`src/rtl/fifo_flags.sv`:
```
// fifo_flags: synchronous single-clock FIFO with occupancy flags and sticky
// overflow/underflow error reporting.
//
// Parameters:
//   B        data word width
//   W        address width, depth = 2**W words
//   AF_LEVEL occupancy at or above which almost_full asserts (1..2**W)
//   AE_LEVEL occupancy at or below which almost_empty asserts (0..2**W-1)
//
// Ports:
//   clk          rising-edge clock
//   reset        asynchronous active-low reset
//   wr, w_data   write request and data
//   rd           read request (pops head word)
//   flush        synchronous clear of contents
//   clr_err      synchronous clear of sticky error flags
//   r_data       head word, show-ahead
//   empty, full, almost_empty, almost_full, count   occupancy status
//   overflow, underflow                             sticky error flags
module fifo_flags #(
    parameter int B        = 8,
    parameter int W        = 4,
    parameter int AF_LEVEL = 2**W - 2,
    parameter int AE_LEVEL = 2
) (
    input  logic         clk,
    input  logic         reset,
    input  logic         wr,
    input  logic         rd,
    input  logic [B-1:0] w_data,
    input  logic         flush,
    input  logic         clr_err,
    output logic [B-1:0] r_data,
    output logic         empty,
    output logic         full,
    output logic         almost_empty,
    output logic         almost_full,
    output logic [W:0]   count,
    output logic         overflow,
    output logic         underflow
);

    localparam logic [W-1:0] PTR_ONE  = W'(1);
    localparam logic [W:0]   CNT_ONE  = (W+1)'(1);
    localparam logic [W:0]   CNT_FULL = (W+1)'(2**W);
    localparam logic [W:0]   CNT_AF   = (W+1)'(AF_LEVEL);
    localparam logic [W:0]   CNT_AE   = (W+1)'(AE_LEVEL);

    logic [B-1:0] mem [0:(2**W)-1];
    logic [W-1:0] w_ptr;
    logic [W-1:0] r_ptr;
    logic         rd_ok;
    logic         wr_ok;
    logic         ovf_set;
    logic         unf_set;

    // Flags decode straight from the registered count, so they follow the
    // asynchronous reset of count without extra flops.
    always_comb begin
        empty        = (count == '0);
        full         = (count == CNT_FULL);
        almost_empty = (count <= CNT_AE);
        almost_full  = (count >= CNT_AF);
        r_data       = mem[r_ptr];
    end

    // A write into a full FIFO is still accepted when a read pops the head
    // in the same cycle; a read on an empty FIFO is never accepted.
    always_comb begin
        rd_ok   = rd && !empty;
        wr_ok   = wr && (!full || rd_ok);
        ovf_set = !flush && wr && full && !rd;
        unf_set = !flush && rd && empty;
    end

    // Storage is not reset; stale words are unreachable once pointers clear.
    always_ff @(posedge clk) begin
        if (!flush && wr_ok) begin
            mem[w_ptr] <= w_data;
        end
    end

    always_ff @(posedge clk or negedge reset) begin
        if (!reset) begin
            w_ptr <= '0;
            r_ptr <= '0;
            count <= '0;
        end else if (flush) begin
            w_ptr <= '0;
            r_ptr <= '0;
            count <= '0;
        end else begin
            if (wr_ok) begin
                w_ptr <= w_ptr + PTR_ONE;
            end
            if (rd_ok) begin
                r_ptr <= r_ptr + PTR_ONE;
            end
            if (wr_ok && !rd_ok) begin
                count <= count + CNT_ONE;
            end else if (rd_ok && !wr_ok) begin
                count <= count - CNT_ONE;
            end
        end
    end

    // A set event in the same cycle as clr_err wins.
    always_ff @(posedge clk or negedge reset) begin
        if (!reset) begin
            overflow  <= 1'b0;
            underflow <= 1'b0;
        end else begin
            overflow  <= ovf_set || (overflow && !clr_err);
            underflow <= unf_set || (underflow && !clr_err);
        end
    end

endmodule

```
`config.mk`:
```
export PLATFORM = sky130hd
export DESIGN_NAME = fifo_flags
export DESIGN_NICKNAME = d
export VERILOG_FILES = /design/src/rtl/fifo_flags.sv
export SDC_FILE = /design/constraint.sdc
export NUM_CORES = 1
export LEC_CHECK = 0
export BUFFER_PORTS_ARGS = -buffer_cell sky130_fd_sc_hd__buf_4
export CAP_MARGIN = 20
export CORE_MARGIN = 1
export CORE_UTILIZATION = 45
export DETAILED_ROUTE_END_ITERATION = 8
export SLEW_MARGIN = 20
export SYNTH_ARGS = -nofsm -noshare
export SYNTH_HDL_FRONTEND = slang
export SYNTH_SLANG_ARGS = --single-unit
export TNS_END_PERCENT = 20
```
`constraint.sdc`:
```
create_clock -name clk -period 3.3 [get_ports clk]
set_input_delay 0.66 -clock clk [delete_from_list [all_inputs] [get_ports clk]]
set_output_delay 0.66 -clock clk [all_outputs]
set_load 0.1 [all_outputs]
```
# Yosys cells after proc, flatten, opt, wreduce, memory -nomap -nowiden
# Memory sizes are Yosys's and may differ from the RTL's.
# Cells that the tools add are included.
# Widths: inputs -> output; s select.
word_totals:
  elab_cells: 48
  out_inout_bits: 19
  ram_bits: 128
  regBits: 15
  input_bits: 14
  mem_count: 1
op_classes:
  n_addsub: 4
  magnitude_cmp: 2
  n_eq_ne: 1
  mux: 9
  reduce_logical: 26
memory_table:
  columns: ["memory", "depth", "word_bits", "read_ports", "rd_ports_with_merged_regs", "wr", "line_no", "source"]
  rows:
  - ["mem", 16, 8, 1, 0, 1, "49", "logic [B-1:0] mem [0:(2**W)-1];"]
ops:
  columns: ["cell", "n"]
  rows:
  - ["$mux 4", 4]
  - ["$mux 5", 3]
  - ["$logic_and 1x1->1", 12]
  - ["$add 4x1->4 const B", 2]
  - ["$logic_not 1->1", 7]
  - ["$add 5x1->5 const B", 1]
  - ["$eq 5x5->1 const B", 1]
  - ["$ge 5x4->1 const B", 1]
  - ["$le 5x2->1 const B", 1]
  - ["$logic_not 5->1", 1]
  - ["$sub 5x1->5 const B", 1]
  - ["$reduce_bool 2->1", 2]
  - ["$logic_or 1x1->1", 3]
  - ["$reduce_bool 3->1", 1]
  - ["$mux 1", 2]

# Logic depth before layout (Yosys ltp)
# Gate-level depths: netlist of the first run.
depth:
  word_depth: 10
  depth_mapped: 8
  mapped_depth_nobuf: 7

# Least setup slack after synthesis of the first run
# No wires, ideal clock.
synth_path:
  path_kind: "reg2out"
  startpoint: "register count[4]"
  endpoint: "output empty"
  required_ns: 2.640
  arrival_time_ns: 3.507
  path_slack_ns: -0.867
  path_stages_with_launch: 4
  path_buffers: 1
  cell_sequence: "dfrtp_1 buf_6 or3_4 nor3_1"
synth_via:
  elab_chain_cells: 1
synth_rtl:
  columns: ["item", "line_no", "source"]
  rows:
  - ["start: declaration", "38", "output logic [W:0] count,"]
  - ["start signal: assignment", "100", "count <= count + CNT_ONE;"]
  - ["start signal: assignment", "102", "count <= count - CNT_ONE;"]
  - ["$logic_not 5->1", "60", "empty = (count == '0);"]
  - ["end: declaration", "34", "output logic empty,"]
# No other way between the ends.

# Worst setup path after layout of the first run
layout_path:
  startpoint: "register r_ptr[0]"
  endpoint: "output r_data[1]"
layout_via:
  elab_chain_cells: 1
layout_rtl:
  columns: ["item", "line_no", "source"]
  rows:
  - ["start: declaration", "51", "logic [W-1:0] r_ptr;"]
  - ["start signal: assignment", "97", "r_ptr <= r_ptr + PTR_ONE;"]
  - ["$mem_v2 16x8", null, null]
  - ["end: declaration", "33", "output logic [B-1:0] r_data,"]
# No other way between the ends.

==> metrics.txt, run 1 <==
status finished clean; clock sink count 143; part of the Yosys area used for sequential elements about 71%; final hold slack between 0.09 and 0.1 ns; H-tree depth 4; FF-to-FF Start count[3]; mux contribution to synthesized area ~13%; Post-synth EDFFs 128; Distinct cells, synth 45; crit path max fanout 35; maximum clock rate 334 MHz; vias in the first global route between 3000 and 4000; main combinational cell family by area after synthesis multiplexers; WP data arrival roughly 2.3 ns; Synth Area in Adders under 10%; DIE HEIGHT roughly 120 um; share of total power in combinational logic between 30% and 40%; Worst setup SP type flop; post-CTS setup buffer count 0; final-report hold violation count 0; min Tclk post-route about 3.0 ns; Psw between 0.002 and 0.0025 W; Buffers & Inverters on Critical Path 2; Crit. End Element output port; clk_lat worst skew approximately 0.42 ns; Starting DRT DRC Count 220; Synth Area per Inst around 18 um^2; All-Layer GR Usage roughly 20%; Pint about 0.0038 W; Tot Pwr 0.00589 W; die area about 0.014 mm^2; clock tree buffer depth 2; PortBufs 32; FFs w/ async S/R, synth 10.5%; Rows 41; max incr delay on CP about 0.54 ns; YS warnings 0; drt wl/cell 21.0 um; Residual DRC 0; Max-Slew Margin vs Limit a little over two fifths; Final #Nets about 420; Crit path max-delay family multiplexers; CTS tree built; Post-Synthesis Net Count 360; maximum VDD drop between 700 and 800 uV; Num CTS Buffers 17; Final ANT Viol Nets 0; hpwl dp just under 8000 um; Crit. Startpoint r_ptr[0]; Layout area overhead 19.4%; dpl ws between 0.5 and 0.6 ns; fin. max-slew vios 0; PnR worst setup slack around 0.3 ns; Cell Chain, Critical Path buf_12 > mux4_2 > a22oi_1 > nand2_1 > buf_4; largest net degree at the start of global routing 36; part of the power in registers 35.5%; Post-Route WL between 10000 and 15000 um; drt via density 5.50; layout cells sized above 1 approximately a third; count of final setup violators 0; Mapped Area between 0.005 and 0.006 mm^2; Hold Path Class in -> async; CP max-delay cell mux4_2; Max Cap Viol 0; Switching Fraction 34.8%; Pwr Density roughly 830 mW/mm^2; Initial DRT Pass Iterations 4; Antenna diodes 0; RSZ-0062 raised after global routing no; XOR/XNOR Fraction of Synth Area less than 1%; core box area between 0.01 and 0.015 mm^2; initial antenna violation count 0; Clock Power Share a little under a third; Final Cycle Share between 90% and 100%; CTS resizes 0; Layout Skew just over 0.005 ns; Die Span X 117 um; io pins 33; Post-Syn Instances about 340; Initial Utilization 46.8%; Compound-Gate Fraction of Synth Area roughly 4.7%; via count ~3200; critical path class reg -> out; Post-CTS Hold Buffers 0; leakage power 2.50 nW; clk root buf clkbuf_16; Synth Area in Simple Gates slightly below 7%; GRT overflow 0; Slew @ Worst Pin 0.850 ns; first-pass GRT wire length ~19000 um; Main synth FF type edfxtp_1; CP required 2.64 ns; CTS clk-pin slew, worst paths ~0.060 ns; fin util a little under three fifths; GPL Wtd Cong about 0.8; flops & latches, synth between 100 and 150
[final cells by class]
class                      instances  area (um^2)
clock buffer                      17          425
clock inverter                    15          151
fill                             980         5640
inverter                           8         30.0
multi-input combinational        166         1650
sequential                       143         4220
tap                              172          215
timing repair buffer              57          440
[kinds of logic after synthesis]
family          Yosys count
mux                      35
simple gates             78
xor+xnor                  6
flops                   143
buf+inv                  27
fa+ha+maj                10
compound gates           37
[final timing paths]
kind,cells past startpoint,to,slack (ns)
setup / recovery,5,r_data[1],0.31
hold / removal,1,count[0],0.09
setup reg to reg,7,count[4],0.55
hold reg to reg,1,overflow,0.53
max in group asynchronous,1,r_ptr[0],3.00
min in group clk,2,count[2],0.53
[synthesized netlist by cell type, types with 2 or more instances]
library cell	number	area (um^2)
buf_2	4	20.0
nor3_1	2	10.0
a21oi_1	6	30.0
ha_1	9	113
a22oi_1	16	120
clkbuf_1	8	30.0
o311ai_0	2	17.5
buf_1	2	7.51
nand3b_1	2	15.0
nand3_1	6	30.0
o31ai_1	2	15.0
buf_6	3	33.8
dfrtp_1	15	375
o21ai_0	2	10.0
nor2_1	22	82.6
or4_1	2	15.0
nand4_1	5	31.3
xor2_1	4	35.0
nor2b_1	5	31.3
edfxtp_1	128	3840
and3_1	2	12.5
xnor2_1	2	17.5
inv_1	8	30.0
a22o_1	2	17.5
mux2i_1	3	30.0
nand2_1	20	75.1
and2_1	2	12.5
mux4_2	32	721
nor4_1	4	25.0
[flip-flops by register name, summed over array words and instances (netlist names)]
name and cells:
count 5, underflow 1, w_ptr 4, r_ptr 4, overflow 1, mem 128
[cell usage in the layout (no fill, tap or decap), types with 6 or more instances in the layout]
master and count:
inv_1 8, nand3_1 6, mux4_2 32, edfxtp_1 128, dfrtp_1 14, nor2_1 22
clkbuf_16 17, ha_1 9, buf_4 56, a21oi_1 6, a22oi_1 16, nand2_1 20
[worst register-to-register path, stage by stage (launching register included)]
cell,delay (ns)
dfrtp_1,0.47
nor4_4,0.35
mux2i_1,0.44
ha_1,0.32
a21o_1,0.16
a21oi_1,0.26
mux2i_1,0.11
or4_1,0.51
[through the flow]
| stage | instance area [um^2] | TNS [ns] | instances |
|---|---|---|---|
| after floorplan | 5980 | -0.629 | 336 |
| after detailed placement | 6560 | 0 | 546 |
| after global routing | 7130 | 0 | 578 |
| final | 7130 | 0 | 578 |
| after CTS | 7130 | 0 | 578 |
| after global placement | 6560 | 0 | 546 |
[power by group through the flow]
stage / Sequential (W) / Clock [W] / Combinational [W]
2_1_floorplan: 0.00231 / 0 / 0.00136
3_3_place_gp: 0.00213 / 0 / 0.00195
3_5_place_dp: 0.00213 / 0 / 0.00196
4_1_cts: 0.00209 / 0.00189 / 0.00197
5_1_grt: 0.00210 / 0.00196 / 0.00206
6_report: 0.00209 / 0.00186 / 0.00194
[layer usage]
metal | track usage [%] | part of all wire, % | vias up | wire length (um)
li1 | - | - | 1458 | -
met1 | 26.2 | 43 | 1628 | 5210
met2 | 32.5 | 50 | 81 | 6090
met3 | 4.48 | 5.4 | 13 | 659
met4 | 8.35 | 1.4 | 0 | 173
met5 | 0 | 0 | - | 0
No activity file was read; power rests on OpenSTA's default activity.
==> inputs of run 2 (changes only) <==
--- a/config.mk
+++ b/config.mk
@@ -10,6 +10,7 @@
 export CORE_MARGIN = 1
 export CORE_UTILIZATION = 45
 export DETAILED_ROUTE_END_ITERATION = 8
+export RECOVER_POWER = 50
 export SLEW_MARGIN = 20
 export SYNTH_ARGS = -nofsm -noshare
 export SYNTH_HDL_FRONTEND = slang
==> metrics.txt, run 2 (synthesis gave the netlist of run 1 again) <==
status finished clean; maximum VDD drop 765 uV (-1.2%); GRT overflow 0 (unchanged); Antenna diodes 0 (unchanged); Psw 0.00205 W (about the same); CTS resizes 0 (unchanged); clk root buf clkbuf_16; Worst Reg-to-Reg Cells 7 (unchanged); Post-Place Cells 546 (unchanged); min Tclk post-route 2.99 ns (+0.000757 ns); Post-CTS Hold Buffers 0 (unchanged); Fill cells 1002 (+2.2%); PortBufs 32 (unchanged); most frequent cells in the layout edfxtp_1, buf_4, mux4_2, nor2_1, nand2_1; fin cells 578 (unchanged); leakage power 2.44 nW (-2.3%); Layout area overhead 18.4%; maximum clock rate 334 MHz (about the same); CP required 2.64 ns (about the same); Crit. End Element output port; count of final setup violators 0 (unchanged); Hold Path Class in -> async; die area 0.0137 mm^2 (unchanged); share of total power in combinational logic 32.8% (about the same); Switching Fraction 34.9% (+0.10 points); post-CTS setup buffer count 0 (unchanged); largest net degree at the start of global routing 36 (unchanged); RSZ-0062 raised after global routing no; crit path max fanout 35 (unchanged); clk_lat worst skew 0.42 ns (about the same); placed cell area 0.00656 mm^2 (unchanged); RR Endpoint count[4]; drt via density 5.49 (-0.19%); first-pass GRT wire length 18700 um (unchanged); Pwr Density 831 mW/mm^2 (+0.60%); core box area 0.0128 mm^2 (unchanged); Starting DRT DRC Count 225 (+2.3%); Num CTS Buffers 17 (unchanged); CP max-delay cell mux4_2; Final #Nets 417 (unchanged); initial antenna violation count 0 (unchanged); Pint 0.00382 W (-0.42%); CTS clk-pin slew, worst paths 0.06 ns (about the same); clock tree buffer depth 2 (unchanged); Regs by FF count mem: 128 flops, count: 5 flops; Rows 41 (unchanged); vias in the first global route 3298 (unchanged); final-report hold violation count 0 (unchanged); Initial Utilization 46.8% (unchanged); fin. max-slew vios 0 (unchanged); Most flops, register mem; Die Span X 117 um (unchanged); Slew @ Worst Pin 1.17 ns (+0.323 ns); Final Cycle Share 90.7% (about the same); Layout Skew 0.00629 ns (+0.00113 ns); dpl ws 0.521 ns (unchanged); layout cells sized above 1 28.3% (-3.9 points); Cell Chain, Critical Path buf_12 > mux4_2 > a22oi_1 > nand2_1 > buf_4; most common cell after layout, fill and taps aside edfxtp_1; GPL Wtd Cong 0.803 (unchanged); clock sink count 143 (unchanged); Post-Route WL 12300 um (+0.99%); Worst setup SP type flop; via count 3174 (-0.19%); FF-to-FF Start count[3]; critical path class reg -> out; PnR worst setup slack 0.307 ns (-0.000757 ns); Max-Slew Margin vs Limit 22.2% (-21 points); WP data arrival 2.33 ns (about the same); hpwl dp 7710 um (unchanged); max reg flops 128 (unchanged); H-tree depth 4 (unchanged); drt wl/cell 21.2 um (+0.99%); Max Cap Viol 0 (unchanged); max incr delay on CP 0.54 ns (about the same); CTS tree built; part of the power in registers 35.6% (about the same); Initial DRT Pass Iterations 4 (unchanged); DIE HEIGHT 117 um (unchanged); Sum Neg Setup Slack 0 ns (unchanged); Final ANT Viol Nets 0 (unchanged); cell area after layout 0.00707 mm^2 (-0.86%); All-Layer GR Usage 20.0% (unchanged); Clock Power Share 31.6% (about the same); R2R setup slack 0.56 ns (about the same); io pins 33 (unchanged); Residual DRC 0 (unchanged); Crit. Startpoint r_ptr[0]
## run 2: cell types whose count changed in the layout (fill, tap and decap cells not counted), sizes merged
cell / change
clkbuf: +15
buf: -15
## run 2: worst max-delay path by stage
stage / endpoint / cells past startpoint
3_5_place_dp: count[4] / 8
6_report: r_data[1] / 5
3_3_place_gp: count[4] / 8
2_1_floorplan: almost_empty / 3
4_1_cts: r_data[1] / 5
5_1_grt: r_data[1] / 5
## run 2: area by class of cell
class	instances	area, um^2	share of cell area (%)
clock buffer	17	425	6.02
sequential	143	4220	59.7
clock inverter	15	151	2.14
tap	172	215	3.04
timing repair buffer	57	384	5.43
multi-input combinational	166	1650	23.3
inverter	8	30.0	0.425
## run 2: routing by layer
layer  share of wire (%)  vias to the layer above  global-route usage, %
met5                   0                        -                      0
met4                 1.0                        0                   8.35
met3                 4.3                        9                   4.48
met2                  51                       71                   32.5
met1                  44                     1637                   26.2
li1                    -                     1457                      -
## run 2: worst max-delay path, delay by kind of cell (launching register included)
kind	cells	cell delay, ns
AO/OA/AOI/OAI	1	0.31
buffers and inverters	2	0.53
flip-flops	1	0.37
multiplexers	1	0.54
AND/OR/NAND/NOR	1	0.12
## run 2: stage by stage
stage / util (%) / hold WS [ns] / power (W)
final: 55.4 / 0.339 / 0.00587
after global routing: 55.4 / 0.397 / 0.00611
after CTS: 55.8 / 0.0846 / 0.00594
after detailed placement: 51.3 / 0.522 / 0.00409
after global placement: 51.3 / 0.502 / 0.00407
after floorplan: - / 0.364 / 0.00367
## run 2: power by group through the flow
stage	Sequential (W)	Combinational, W	Clock (W)
floorplan	0.00231	0.00136	0
global placement	0.00213	0.00195	0
detailed placement	0.00213	0.00196	0
CTS	0.00209	0.00197	0.00189
global route	0.00210	0.00205	0.00196
finish	0.00209	0.00192	0.00186
==> inputs of run 3 (changes only) <==
--- a/config.mk
+++ b/config.mk
@@ -11,6 +11,7 @@
 export CORE_UTILIZATION = 45
 export DETAILED_ROUTE_END_ITERATION = 8
 export RECOVER_POWER = 50
+export SETUP_SLACK_MARGIN = 0.5
 export SLEW_MARGIN = 20
 export SYNTH_ARGS = -nofsm -noshare
 export SYNTH_HDL_FRONTEND = slang
==> metrics.txt, run 3 (synthesis gave the netlist of run 1 again) <==
clk root buf clkbuf_16; max reg flops 128 (unchanged); clock tree buffer depth 2 (unchanged); most frequent cells in the layout edfxtp_1, mux4_2, buf_4, nor2_1, clkbuf_16; core box area 0.0128 mm^2 (unchanged); max incr delay on CP 0.57 ns (+0.03 ns); layout cells sized above 1 36.2% (+7.9 points); die area 0.0137 mm^2 (unchanged); Slew @ Worst Pin 1.17 ns (-0.00251 ns); Hold Path Class in -> async; initial antenna violation count 0 (unchanged); Final Cycle Share 87.4% (-3.3 points); Initial Utilization 46.8% (unchanged); status finished clean; Layout area overhead 24.6%; Antenna diodes 0 (unchanged); Max-Slew Margin vs Limit 22.3% (+0.17 points); Cell Chain, Critical Path nor4_4 > mux2i_4 > buf_4 > fa_1 > a21o_1 > a21oi_2 > mux2i_1 > or4_1; via count 3267 (+2.9%); Pint 0.00425 W (+11%); Regs by FF count mem: 128 flops, count: 5 flops; fin. max-slew vios 0 (unchanged); dpl ws 0.443 ns (-0.0780 ns); hpwl dp 7570 um (-1.9%); min Tclk post-route 2.88 ns (-0.109 ns); Psw 0.00219 W (+6.6%); PortBufs 32 (unchanged); vias in the first global route 3395 (+2.9%); share of total power in combinational logic 35.4% (+2.6 points); fin cells 578 (unchanged); Max Cap Viol 0 (unchanged); clk_lat worst skew 0.42 ns (about the same); Starting DRT DRC Count 312 (+39%); Rows 41 (unchanged); Crit. End Element flop; critical path class reg -> reg; CP max-delay cell dfrtp_1; Post-Route WL 12700 um (+3.3%); maximum clock rate 347 MHz (+3.8%); Post-Place Cells 537 (-1.6%); Crit path max-delay family simple AND/OR/NAND/NOR gates; most common cell after layout, fill and taps aside edfxtp_1; clock sink count 143 (unchanged); count of final setup violators 0 (unchanged); largest net degree at the start of global routing 36 (unchanged); Sum Neg Setup Slack 0 ns (unchanged); CP required 3.59 ns (+0.95 ns); CTS clk-pin slew, worst paths 0.06 ns (about the same); Worst setup SP type flop; final-report hold violation count 0 (unchanged); Pwr Density 865 mW/mm^2 (+4.2%); Layout Skew 0.0118 ns (+0.00551 ns); Buffers & Inverters on Critical Path 1 (-1); maximum VDD drop 670 uV (-12%); drt via density 5.65 (+2.9%); part of the power in registers 33.3% (-2.3 points); GPL Wtd Cong 0.834 (+3.8%); first-pass GRT wire length 19500 um (+4.0%); Die Span X 117 um (unchanged); Residual DRC 0 (unchanged); drt wl/cell 21.9 um (+3.3%); DIE HEIGHT 117 um (unchanged); RSZ-0062 raised after global routing yes; PnR worst setup slack 0.416 ns (+0.109 ns); leakage power 2.56 nW (+4.6%); io pins 33 (unchanged); Clock Power Share 31.3% (-0.3 points); WP data arrival 3.18 ns (+0.85 ns); GRT overflow 0 (unchanged); Initial DRT Pass Iterations 4 (unchanged); CTS tree built; All-Layer GR Usage 20.8% (+0.74 points); final hold slack 0.335 ns (-0.00329 ns); Num CTS Buffers 17 (unchanged); Final #Nets 418 (+0.24%); crit path max fanout 12 (-66%); H-tree depth 4 (unchanged); Final ANT Viol Nets 0 (unchanged); Switching Fraction 34.0% (-0.97 points); Most flops, register mem
==> run 3: power by group through the flow <==
stage          clock network [W]  registers (W)  logic, W
2_1_floorplan                  0        0.00232   0.00142
4_1_cts                  0.00204        0.00215   0.00227
6_report                 0.00202        0.00214   0.00228
3_3_place_gp                   0        0.00217   0.00193
5_1_grt                  0.00213        0.00215   0.00240
3_5_place_dp                   0        0.00218   0.00195
==> run 3: timing repair <==
item / in CTS / in global routing
pin swaps: 8 / 5
hold buffers: 0 / 0
setup endpoints to repair: 9 / 9
buffers inserted: 4 / 3
cloned: 3 / 0
gates resized for setup: 38 / 8
==> run 3: metrics by stage <==
| step | util [%] | total power (W) | area, um^2 |
|---|---|---|---|
| finish | 58.3 | 0.00644 | 7440 |
| CTS | 58.2 | 0.00646 | 7430 |
| global placement | 51.2 | 0.00410 | 6540 |
| global route | 58.3 | 0.00668 | 7440 |
| detailed placement | 51.2 | 0.00413 | 6540 |
| floorplan | - | 0.00373 | 6020 |
==> run 3: layer usage <==
layer	wire length [um]	track usage, %
met5	0	0
met4	187	7.17
met3	572	5.92
met2	6600	35.5
met1	5300	25.4
==> run 3: worst paths after layout <==
kind | from | end | slack (ns) | depth (start not counted)
min | reset | count[4] | 0.34 | 1
min in group clk | underflow | underflow | 0.52 | 1
max | count[1] | count[4] | 0.42 | 8
min reg2reg | underflow | underflow | 0.52 | 1
max in group asynchronous | reset | count[0] | 2.32 | 1
max reg2reg | count[1] | count[4] | 0.42 | 8
==> run 3: area by class of cell <==
type / instances / area (um^2)
Fill cell: 992 / 5330
Sequential cell: 143 / 4230
Multi-Input combinational cell: 166 / 1780
Timing Repair Buffer: 58 / 571
Clock buffer: 17 / 425
Tap cell: 172 / 215
Clock inverter: 14 / 198
Inverter: 8 / 30.0
